<file path="config.mk">
export PLATFORM = sky130hd
export DESIGN_NAME = figo_serializer_flat
export DESIGN_NICKNAME = d
export VERILOG_FILES = /design/src/rtl/figo_serializer_if.sv /design/src/rtl/figo_serializer.sv /design/src/flat_wrapper.sv
export SDC_FILE = /design/constraint.sdc
export NUM_CORES = 1
export LEC_CHECK = 0
export CAP_MARGIN = 40
export CORE_MARGIN = 1.5
export CORE_UTILIZATION = 27
export DETAILED_ROUTE_END_ITERATION = 7
export PLACE_DENSITY = 0.49
export SLEW_MARGIN = 10
export SYNTH_ARGS = -nofsm -noshare
export SYNTH_HDL_FRONTEND = slang
export SYNTH_SLANG_ARGS = --single-unit
</file>
<file path="constraint.sdc">
create_clock -name clk -period 4.8 [get_ports clk]
set_input_delay 0.72 -clock clk [delete_from_list [all_inputs] [get_ports clk]]
set_output_delay 0.72 -clock clk [all_outputs]
set_load 0.1 [all_outputs]
</file>
<file path="src/rtl/figo_serializer_if.sv">
// Load/serial bundle for figo_serializer: the word-load handshake in, the
// serial stream and frame status out.
interface figo_serializer_if #(
   parameter int WIDTH = 4
);
   logic             load_valid;
   logic [WIDTH-1:0] load_data;
   logic             load_ready;
   logic             sout;
   logic             sout_valid;
   logic             busy;
   logic             done;

   // Producer of words and consumer of the serial stream
   modport master (
      output load_valid,
      output load_data,
      input  load_ready,
      input  sout,
      input  sout_valid,
      input  busy,
      input  done
   );

   // The serializer itself
   modport slave (
      input  load_valid,
      input  load_data,
      output load_ready,
      output sout,
      output sout_valid,
      output busy,
      output done
   );
endinterface

</file>
<file path="src/rtl/figo_serializer.sv">
// Parallel-to-serial transmitter feeding the FIGO sequence FSM, MSB first,
// BIT_CYCLES clocks per bit. Define FIGO_PARITY_EN to append an even-parity bit.
module figo_serializer #(
   parameter int WIDTH      = 4,
   parameter int BIT_CYCLES = 1
) (
   input logic             clk,
   input logic             reset,
   figo_serializer_if.slave bus
);

   localparam int             BCW       = $clog2(WIDTH + 1);
   localparam logic [7:0]     HOLD_LAST = 8'(BIT_CYCLES - 1);
   localparam logic [BCW-1:0] BIT_LAST  = BCW'(WIDTH - 1);

   typedef enum logic [1:0] {
      S_IDLE   = 2'd0,
      S_SHIFT  = 2'd1,
`ifdef FIGO_PARITY_EN
      S_PARITY = 2'd2,
`endif
      S_DONE   = 2'd3
   } state_e;

   state_e           state_q, state_d;
   logic [WIDTH-1:0] shreg_q, shreg_d;
   logic [7:0]       hold_q, hold_d;
   logic [BCW-1:0]   bit_q, bit_d;
`ifdef FIGO_PARITY_EN
   logic             par_q, par_d;

   function automatic logic even_parity(input logic [WIDTH-1:0] word);
      return ^word;
   endfunction
`endif

   logic load_ready_q, load_ready_d;
   logic sout_q, sout_d;
   logic sout_valid_q, sout_valid_d;
   logic busy_q, busy_d;
   logic done_q, done_d;

   // Next-state logic: capture, per-bit hold counting, shifting and frame sequencing
   always_comb begin
      state_d = state_q;
      shreg_d = shreg_q;
      hold_d  = hold_q;
      bit_d   = bit_q;
`ifdef FIGO_PARITY_EN
      par_d   = par_q;
`endif
      case (state_q)
         S_IDLE, S_DONE: begin
            if (bus.load_valid) begin
               state_d = S_SHIFT;
               shreg_d = bus.load_data;
               hold_d  = 8'd0;
               bit_d   = '0;
`ifdef FIGO_PARITY_EN
               par_d   = even_parity(bus.load_data);
`endif
            end else begin
               state_d = S_IDLE;
            end
         end
         S_SHIFT: begin
            if (hold_q == HOLD_LAST) begin
               hold_d  = 8'd0;
               shreg_d = {shreg_q[WIDTH-2:0], 1'b0};
               bit_d   = bit_q + BCW'(1);
               if (bit_q == BIT_LAST) begin
`ifdef FIGO_PARITY_EN
                  state_d = S_PARITY;
`else
                  state_d = S_DONE;
`endif
               end else begin
                  state_d = S_SHIFT;
               end
            end else begin
               hold_d = hold_q + 8'd1;
            end
         end
`ifdef FIGO_PARITY_EN
         S_PARITY: begin
            if (hold_q == HOLD_LAST) begin
               hold_d  = 8'd0;
               state_d = S_DONE;
            end else begin
               hold_d = hold_q + 8'd1;
            end
         end
`endif
         default: begin
            state_d = S_IDLE;
         end
      endcase
   end

   // Output decode from the next state so every output leaves a flop
   always_comb begin
      load_ready_d = 1'b0;
      sout_d       = 1'b0;
      sout_valid_d = 1'b0;
      busy_d       = 1'b0;
      done_d       = 1'b0;
      case (state_d)
         S_IDLE: begin
            load_ready_d = 1'b1;
         end
         S_SHIFT: begin
            sout_d       = shreg_d[WIDTH-1];
            sout_valid_d = 1'b1;
            busy_d       = 1'b1;
         end
`ifdef FIGO_PARITY_EN
         S_PARITY: begin
            sout_d       = par_d;
            sout_valid_d = 1'b1;
            busy_d       = 1'b1;
         end
`endif
         S_DONE: begin
            load_ready_d = 1'b1;
            done_d       = 1'b1;
         end
         default: begin
            load_ready_d = 1'b0;
         end
      endcase
   end

   // State, datapath and output registers; reset aborts any frame in flight
   always_ff @(posedge clk) begin
      if (reset) begin
         state_q      <= S_IDLE;
         shreg_q      <= '0;
         hold_q       <= 8'd0;
         bit_q        <= '0;
`ifdef FIGO_PARITY_EN
         par_q        <= 1'b0;
`endif
         load_ready_q <= 1'b1;
         sout_q       <= 1'b0;
         sout_valid_q <= 1'b0;
         busy_q       <= 1'b0;
         done_q       <= 1'b0;
      end else begin
         state_q      <= state_d;
         shreg_q      <= shreg_d;
         hold_q       <= hold_d;
         bit_q        <= bit_d;
`ifdef FIGO_PARITY_EN
         par_q        <= par_d;
`endif
         load_ready_q <= load_ready_d;
         sout_q       <= sout_d;
         sout_valid_q <= sout_valid_d;
         busy_q       <= busy_d;
         done_q       <= done_d;
      end
   end

   assign bus.load_ready = load_ready_q;
   assign bus.sout       = sout_q;
   assign bus.sout_valid = sout_valid_q;
   assign bus.busy       = busy_q;
   assign bus.done       = done_q;

endmodule
</file>
<file path="src/flat_wrapper.sv">
// flat-port wrapper written by rule: the top's interface ports become plain ports
module figo_serializer_flat 
#(
   parameter int WIDTH      = 4,
   parameter int BIT_CYCLES = 1
)
  (clk, reset, bus_load_valid, bus_load_data, bus_load_ready, bus_sout, bus_sout_valid, bus_busy, bus_done);
  figo_serializer_if #(.WIDTH(WIDTH)) bus_i ();
  input logic clk;
  input logic reset;
  input wire logic [$bits(bus_i.load_valid)-1:0] bus_load_valid;
  input wire logic [$bits(bus_i.load_data)-1:0] bus_load_data;
  output wire logic [$bits(bus_i.load_ready)-1:0] bus_load_ready;
  output wire logic [$bits(bus_i.sout)-1:0] bus_sout;
  output wire logic [$bits(bus_i.sout_valid)-1:0] bus_sout_valid;
  output wire logic [$bits(bus_i.busy)-1:0] bus_busy;
  output wire logic [$bits(bus_i.done)-1:0] bus_done;
  assign bus_i.load_valid = bus_load_valid;
  assign bus_i.load_data = bus_load_data;
  assign bus_load_ready = bus_i.load_ready;
  assign bus_sout = bus_i.sout;
  assign bus_sout_valid = bus_i.sout_valid;
  assign bus_busy = bus_i.busy;
  assign bus_done = bus_i.done;
  figo_serializer #(.WIDTH(WIDTH), .BIT_CYCLES(BIT_CYCLES)) u_core (.clk(clk), .reset(reset), .bus(bus_i));
endmodule
</file>
Yosys cells after proc, flatten, opt, wreduce, memory -nomap -nowiden
Index checks and enable logic that the tools add are counted. Widths: inputs -> output; s select.

Add/subtract/negate cells: 2. Equality and inequality tests: 7. Multiplexer cells: 16. Bitwise logic cells: 1. Reduce and logical (&&, ||, !) cells: 9.

Operators with widths (count): $mux 8 (2); $pmux 8 s2 (1); $add 8x1->8 const B (1); $logic_not 8->1 (1); $mux 4 (2); $pmux 4 s2 (1); $mux 3 (2); $pmux 3 s2 (1); $reduce_or 2->1 (3); $eq 2x1->1 const B (2); $eq 2x2->1 const B (2); $logic_not 2->1 (2); $mux 1 (4); $mux 2 (2); $pmux 2 s2 (1); $add 3x1->3 const B (1); $eq 3x2->1 const B (1); $reduce_and 3->1 (1); $ne 2x1->1 const B (1); $ne 2x2->1 const B (1); $reduce_and 2->1 (1); $reduce_bool 2->1 (1); $not 1->1 (1).

Register bits after elaboration: 21. Logic and storage cells: 44.

Longest topological paths before layout
Gate-level depths: netlist of the first run.

Depth after elaboration: 7. Gate-level depth with buffers: 11.

Worst setup path before layout of the first run
OpenSTA, ideal clock, no wires.

Kind: reg2reg. Start: register u_core.hold_q[0]. End: register u_core.load_ready_q (netlist: u_core.bus.load_ready). Library setup time: 0.123 ns. Arrival: 2.024 ns. Path slack: 2.653 ns. Cell stages (with the launch flop): 9. Period minus slack after synthesis: 2.147 ns. Cells stage by stage: dfxtp_1 -> inv_1 -> ha_1 -> nor4b_4 -> nand2_1 -> mux2i_1 -> or3b_2 -> ha_1 -> or2_2.

Longest elaborated chain between the ends: 6.

Ends and longest elaborated chain: start, declared (line figo_serializer.sv:27) `logic [7:0] hold_q, hold_d;`; start signal, assigned (line figo_serializer.sv:151) `hold_q <= hold_d;`; $logic_not 8->1 (*) (line figo_serializer.sv:67) `if (hold_q == HOLD_LAST) begin`; $mux 2 (*) (line figo_serializer.sv:67); $pmux 2 s2 (*) (line figo_serializer.sv:52) `case (state_q)`; $eq 2x2->1 / $logic_not 2->1 (equally long branches) (line figo_serializer.sv:107) `case (state_d)`; $reduce_or 2->1 (no source line) (*); $mux 1 (*) (line figo_serializer.sv:107); net u_core.load_ready_d (line figo_serializer.sv:37) `logic load_ready_q, load_ready_d;`; end signal, assigned (line figo_serializer.sv:156) `load_ready_q <= load_ready_d;`; end, declared (line figo_serializer.sv:37).

Mark *: on every way through the listed nets, which the timed path passes. The rest lies on a longest branch. A chain may end at the register's enable or synchronous reset.

Worst setup path in the final report of the first run
Ends and elaborated chain as after synthesis.

==> results.json, run 1 <==
{
  "status": "finished clean",
  "fin_hold_ws_ps": 460,
  "clk_latency_ps": 260,
  "yosysWarnings": 0,
  "post-dp-hpwl_um": 1530,
  "worstMarginPinSlew_ps": 548,
  "setup_viol": 0,
  "syn_area_per_cell_um2": 8.90,
  "min_period_over_period_pct": 48.5,
  "cts_resized": 0,
  "rsz0062_at_grt": "false",
  "dp_cells": 179,
  "synth.area.top_cells": "dfxtp_1 (39%), ha_1 (9.3%), xnor2_1 (5.7%)",
  "worstPathRequired_ps": 4950,
  "async_flop_share_pct": 0,
  "fmax_mhz": 430,
  "min_period_ps": 2330,
  "ctsLongestPathBuffers": 2,
  "clk_pin_slew_worst_paths_ps": 70,
  "core_mm2": 0.00374,
  "ys_seq_area_share_pct": 39.0,
  "dr.pass1.iters": 4,
  "max-cap-violations": 0,
  "netlist_area_mm2": 0.00108,
  "start_util_pct": 28.8,
  "grt_antenna_before_repair": 0,
  "fin_tns_setup_ps": 0,
  "diodes": 0,
  "vdd_drop_max_mv": 0.129,
  "report.final.hold_viol_count": 0,
  "ys_types": 35,
  "synth-edff-count": 0,
  "critical_path_arrival_ps": 2480,
  "drive_gt1_share_pct": 11.9,
  "overflow": 0,
  "r2r_slack_ps": 2470,
  "ys_ff_latch": 21,
  "hp-class": "flop to flop",
  "start_kind": "flop",
  "holdBufCountCts": 0,
  "grt_pass1_vias": 827,
  "ios": 12,
  "nets": 151,
  "finalWirelength_um": 1990,
  "cp_max_fo": 4,
  "drv_slew": 0,
  "met2_usage_pct": 18.5,
  "cts.sinks": 21,
  "grt_util_met1_pct": 12.1,
  "place_congestion": 0.739,
  "syn_nets": 136,
  "worst_slew_margin_rel_pct": 63.3,
  "via_per_inst": 4.54,
  "fp.dieH_um": 66.2,
  "p_per_area_mw_per_mm2": 280,
  "fin_skew_ps": 3.60,
  "num_rows": 22,
  "grtUsageMet3_pct": 3.58,
  "post-cts-setup-buffers": 0,
  "first_iter_violations": 17,
  "cts_htree_levels": 1,
  "post_drt_wl_per_cell_um": 10.9,
  "place.port_buffers": 11,
  "cts_root_buffer": "clkbuf_8",
  "synthTopCellsByCount": "dfxtp_1 (21), nor2_1 (14), inv_1 (10), ha_1 (8)",
  "die_w_um": 66.2,
  "grt_pass1_wl_um": 3540,
  "grt_usage_pct": 10.5,
  "yosysTopAreaCellShare_pct": 39.0,
  "crit_type": "flop to flop",
  "cts_buffers": 3,
  "area_growth_pct": 23.9,
  "synth_cells": 121,
  "synth_largest_area_cell": "dfxtp_1",
  "finalNonFillerCells": 183,
  "end_kind": "flop",
  "synth_most_common_cell": "dfxtp_1",
  "drc_errors": 0,
  "antenna_left": 0,
  "gr-max-usage-layer": "met2",
  "p_leak_nw": 0.482,
  "die-area_mm2": 0.00438,
  "cts_tree": "done",
  "grt_max_degree": 18,
  "dr_total_vias": 830,
  "ys.flop_type": "dfxtp_1"
}
-- worst paths after layout --
| path | start | to | depth (start not counted) |
|---|---|---|---|
| worst max-delay path | u_core.hold_q[0] | u_core.bus.load_ready | 8 |
| worst min-delay path | u_core.shreg_q[1] | u_core.shreg_q[1] | 2 |
| worst max register to register | u_core.hold_q[0] | u_core.bus.load_ready | 8 |
| worst min register to register | u_core.shreg_q[1] | u_core.shreg_q[1] | 2 |
-- state kept, by name, indices dropped and copies added (netlist names) --
name / cells
u_core.bus.sout_valid: 1
u_core.state_q: 2
u_core.bus.done: 1
u_core.shreg_q: 4
u_core.bus.sout: 1
u_core.bit_q: 3
u_core.bus.load_ready: 1
u_core.hold_q: 8
-- cells by family (layout without fill, tap and decap cells) --
group,after synthesis,count (layout),share of synthesized area (%)
and+or+nand+nor,47,47,24.2
DFF,21,21,39.0
AOI/OAI and AO/OA,18,18,11.8
buffers and inverters,17,31,7.20
adders and majority gates,8,8,9.29
xor gates and xnor gates,7,7,5.69
muxes,3,3,2.79
-- report_power, final --
part,switching [mW],internal (mW),leakage (nW)
registers,0.00317,0.180,0.171
logic,0.0467,0.0313,0.288
clock network,0.0537,0.0591,0.0228
total,0.104,0.271,0.482
-- critical path, cell delays in order (launching register included) --
cell and delay, ps:
dfxtp_1 330, inv_1 90, ha_1 160, nor4b_4 250, nand2_1 210, mux2i_1 190, or3b_2 450, ha_1 270
or2_2 260
-- per-layer routing --
metal | vias to the layer above | wire length (µm) | part of all wire (%)
li1 | 437 | - | -
met1 | 379 | 951 | 48
met2 | 11 | 946 | 48
met3 | 3 | 79 | 4.0
met4 | 0 | 11 | 0.55
met5 | - | 0 | 0
-- layout make-up --
type | count | area, µm²
Clock buffer | 4 | 45.0
Multi-Input combinational cell | 83 | 579
Sequential cell | 21 | 420
Tap cell | 48 | 60.1
Timing Repair Buffer | 17 | 193
Inverter | 10 | 37.5
Fill cell | 403 | 2410
-- cell usage in the layout (no fill, tap or decap), types with 2 or more instances in the layout --
cell	count
nor2_1	14
mux2i_1	3
dfxtp_1	21
o21ai_0	5
or3_1	2
or2_2	2
buf_8	5
xnor2_1	7
clkdlybuf4s50_1	11
nand2b_1	3
nand2_1	7
nor3_1	3
clkbuf_8	3
o32ai_1	2
inv_1	10
a21oi_1	3
ha_1	8
o2bb2ai_1	2
nand3_1	5
nor2b_1	2
nor4_1	2
-- stage by stage --
stage / setup WS, ps / cell area (µm²) / power [mW] / util, %
after global routing: 2280 / 1340 / 0.396 / 35.7
after global placement: 2200 / 1210 / 0.257 / 32.3
after floorplan: 2650 / 1080 / 0.242 / -
final: 2470 / 1340 / 0.374 / 35.7
after CTS: 2440 / 1340 / 0.382 / 35.7
after detailed placement: 2380 / 1290 / 0.267 / 34.5
(Power assumes the default switching activity.)
==> run 2: changes to the inputs <==
==> constraint.sdc (replaced) <==
create_clock -name clk -period 2.3 [get_ports clk]
set_input_delay 0.345 -clock clk [delete_from_list [all_inputs] [get_ports clk]]
set_output_delay 0.345 -clock clk [all_outputs]
set_load 0.1 [all_outputs]
==> run 2 against run 1 <==
  * Final cell count is 0.55% higher
  * Global-route usage about the same
  * Flip-flop and latch count unchanged
  * Final area is 3.1% lower
  * Hold slack improved by 0.56 ps
  * Worst setup slack got worse by 2300 ps
  * Critical path depth did not move
==> results.json, run 2 (same netlist as run 1, synthesis figures left out) <==
{
  "post_drt_wl_per_cell_um": 10.6,
  "cts_tree": "done",
  "drv_slew": 0,
  "p_leak_nw": 0.485,
  "grt_max_degree": 18,
  "startpoint": "u_core.hold_q[0]",
  "drc_errors": 0,
  "power_frac_comb_pct": 20.0,
  "reg2reg_depth": 8,
  "cp_common_cell": "ha_1",
  "worstReg2RegEnd": "u_core.bus.load_ready",
  "overflow": 0,
  "first_iter_violations": 46,
  "num_rows": 22,
  "grt_util_met1_pct": 12.4,
  "slowest_stage": "or3b_2",
  "worstMarginPinSlew_ps": 535,
  "swShare_pct": 28.2,
  "status": "finished clean",
  "worst_slew_margin_rel_pct": 64.2,
  "cts_buffers": 3,
  "min_period_ps": 2160,
  "fin_skew_ps": 3.42,
  "placed_area_mm2": 0.00125,
  "dr_total_vias": 844,
  "diodes": 0,
  "r2r_slack_ps": 140,
  "cts.sinks": 21,
  "nets": 152,
  "die_w_um": 66.2,
  "end_kind": "flop",
  "setup_viol": 0,
  "worstPathRequired_ps": 2450,
  "grtUsageMet3_pct": 4.09,
  "place_congestion": 0.725,
  "die-area_mm2": 0.00438,
  "regMostFlops": "u_core.hold_q",
  "via_per_inst": 4.59,
  "most-common-layout-cells": "dfxtp_1 (21), nor2_1 (14), buf_4 (12)",
  "fin_tns_setup_ps": 0,
  "post-cts-setup-buffers": 0,
  "area_growth_pct": 20.1,
  "start_kind": "flop",
  "cp_max_fo": 3,
  "antenna_left": 0,
  "gr-max-usage-layer": "met2",
  "final_common_cell": "dfxtp_1",
  "grt_usage_pct": 10.4,
  "cts_root_buffer": "clkbuf_8",
  "place.port_buffers": 11,
  "max-cap-violations": 0,
  "power.share.clock_pct": 30.6,
  "dr.pass1.iters": 4,
  "clk_pin_slew_worst_paths_ps": 80,
  "p_per_area_mw_per_mm2": 599,
  "cts_htree_levels": 1,
  "seqPwrFrac_pct": 49.5,
  "p_int_uw": 556,
  "start_util_pct": 28.8,
  "crit_type": "flop to flop",
  "finalWirelength_um": 1960,
  "critPathMaxStageDelay_ps": 460,
  "ctsLongestPathBuffers": 2,
  "hp-class": "flop to flop",
  "grt_antenna_before_repair": 0,
  "core_mm2": 0.00374,
  "largest_register_ffs": 8,
  "grt_pass1_vias": 847,
  "final_area_mm2": 0.00129,
  "min_period_over_period_pct": 93.9,
  "holdBufCountCts": 0,
  "met2_usage_pct": 18.4,
  "top_regs": "u_core.hold_q: 8 flops, u_core.shreg_q: 4 flops, u_core.bit_q: 3 flops",
  "p_sw_uw": 218,
  "report.final.hold_viol_count": 0,
  "fillers": 419,
  "cts_resized": 0,
  "vdd_drop_max_mv": 0.384,
  "fp.dieH_um": 66.2,
  "crit-reg2reg-launch": "u_core.hold_q[0]",
  "cp_cell_sequence": "inv_1 > ha_1 > nor4b_4 > nand2_1 > mux2i_1 > or3b_2 > ha_1 > or2_2",
  "grt_pass1_wl_um": 3590,
  "critPathCapture": "u_core.bus.load_ready",
  "critical_path_arrival_ps": 2310,
  "clk_latency_ps": 260,
  "drive_gt1_share_pct": 16.9,
  "rsz0062_at_grt": "false",
  "ios": 12,
  "post-dp-hpwl_um": 1510,
  "fmax_mhz": 463
}
-- run 2: cell types whose count changed in the layout (fill, tap and decap cells not counted) --
cell | before | now
buf_8 | 5 | 0
buf_4 | 1 | 12
clkbuf_1 | 1 | 0
clkdlybuf4s50_1 | 11 | 6
clkinv_2 | 0 | 1
-- run 2: metal layers --
layer  vias to the layer above  part of all wire [%]
met3                         0                   5.4
li1                        440                     -
met5                         -                     0
met1                       389                    49
met4                         0                     0
met2                        15                    46
-- run 2: power by group through the flow --
stage	Clock, mW	Sequential [mW]	Combinational [mW]
after global placement	0	0.391	0.156
after CTS	0.257	0.383	0.156
after detailed placement	0	0.392	0.156
final	0.237	0.383	0.155
after floorplan	0	0.418	0.0859
after global routing	0.272	0.385	0.170
-- run 2: how the worst min path moves through the flow --
stage / from / endpoint / cells after the start
after floorplan: reset / u_core.bus.done / 1
after global placement: u_core.shreg_q[1] / u_core.shreg_q[1] / 2
after detailed placement: u_core.shreg_q[1] / u_core.shreg_q[1] / 2
after CTS: u_core.shreg_q[1] / u_core.shreg_q[1] / 2
after global routing: u_core.shreg_q[1] / u_core.shreg_q[1] / 2
final: u_core.shreg_q[1] / u_core.shreg_q[1] / 2
-- run 2: through the flow --
stage	instances	setup slack (ps)	utilization (%)	power, mW	hold WS [ps]
2_1_floorplan	121	153	-	0.504	417
3_3_place_gp	180	181	33.3	0.547	452
3_5_place_dp	180	139	33.3	0.548	459
4_1_cts	184	123	34.6	0.797	470
5_1_grt	184	21.3	34.6	0.828	500
6_report	184	140	34.6	0.774	461
-- run 2: final cells by class --
type                            count  area, µm²  share of cell area (%)
Multi-Input combinational cell     83        579                    44.8
Sequential cell                    21        420                    32.5
Timing Repair Buffer               18        150                    11.6
Tap cell                           48       60.1                    4.64
Clock buffer                        3       41.3                    3.19
Inverter                           10       37.5                    2.90
Clock inverter                      1       5.00                   0.387
-- run 2: critical path, delay by kind of cell, from the launching register on --
kind,cells,cell delay [ps]
adder cells (fa/ha/maj),2,420
buffers and inverters,1,90
flip-flops,1,330
multiplexers,1,170
AND/OR/NAND/NOR,4,1040
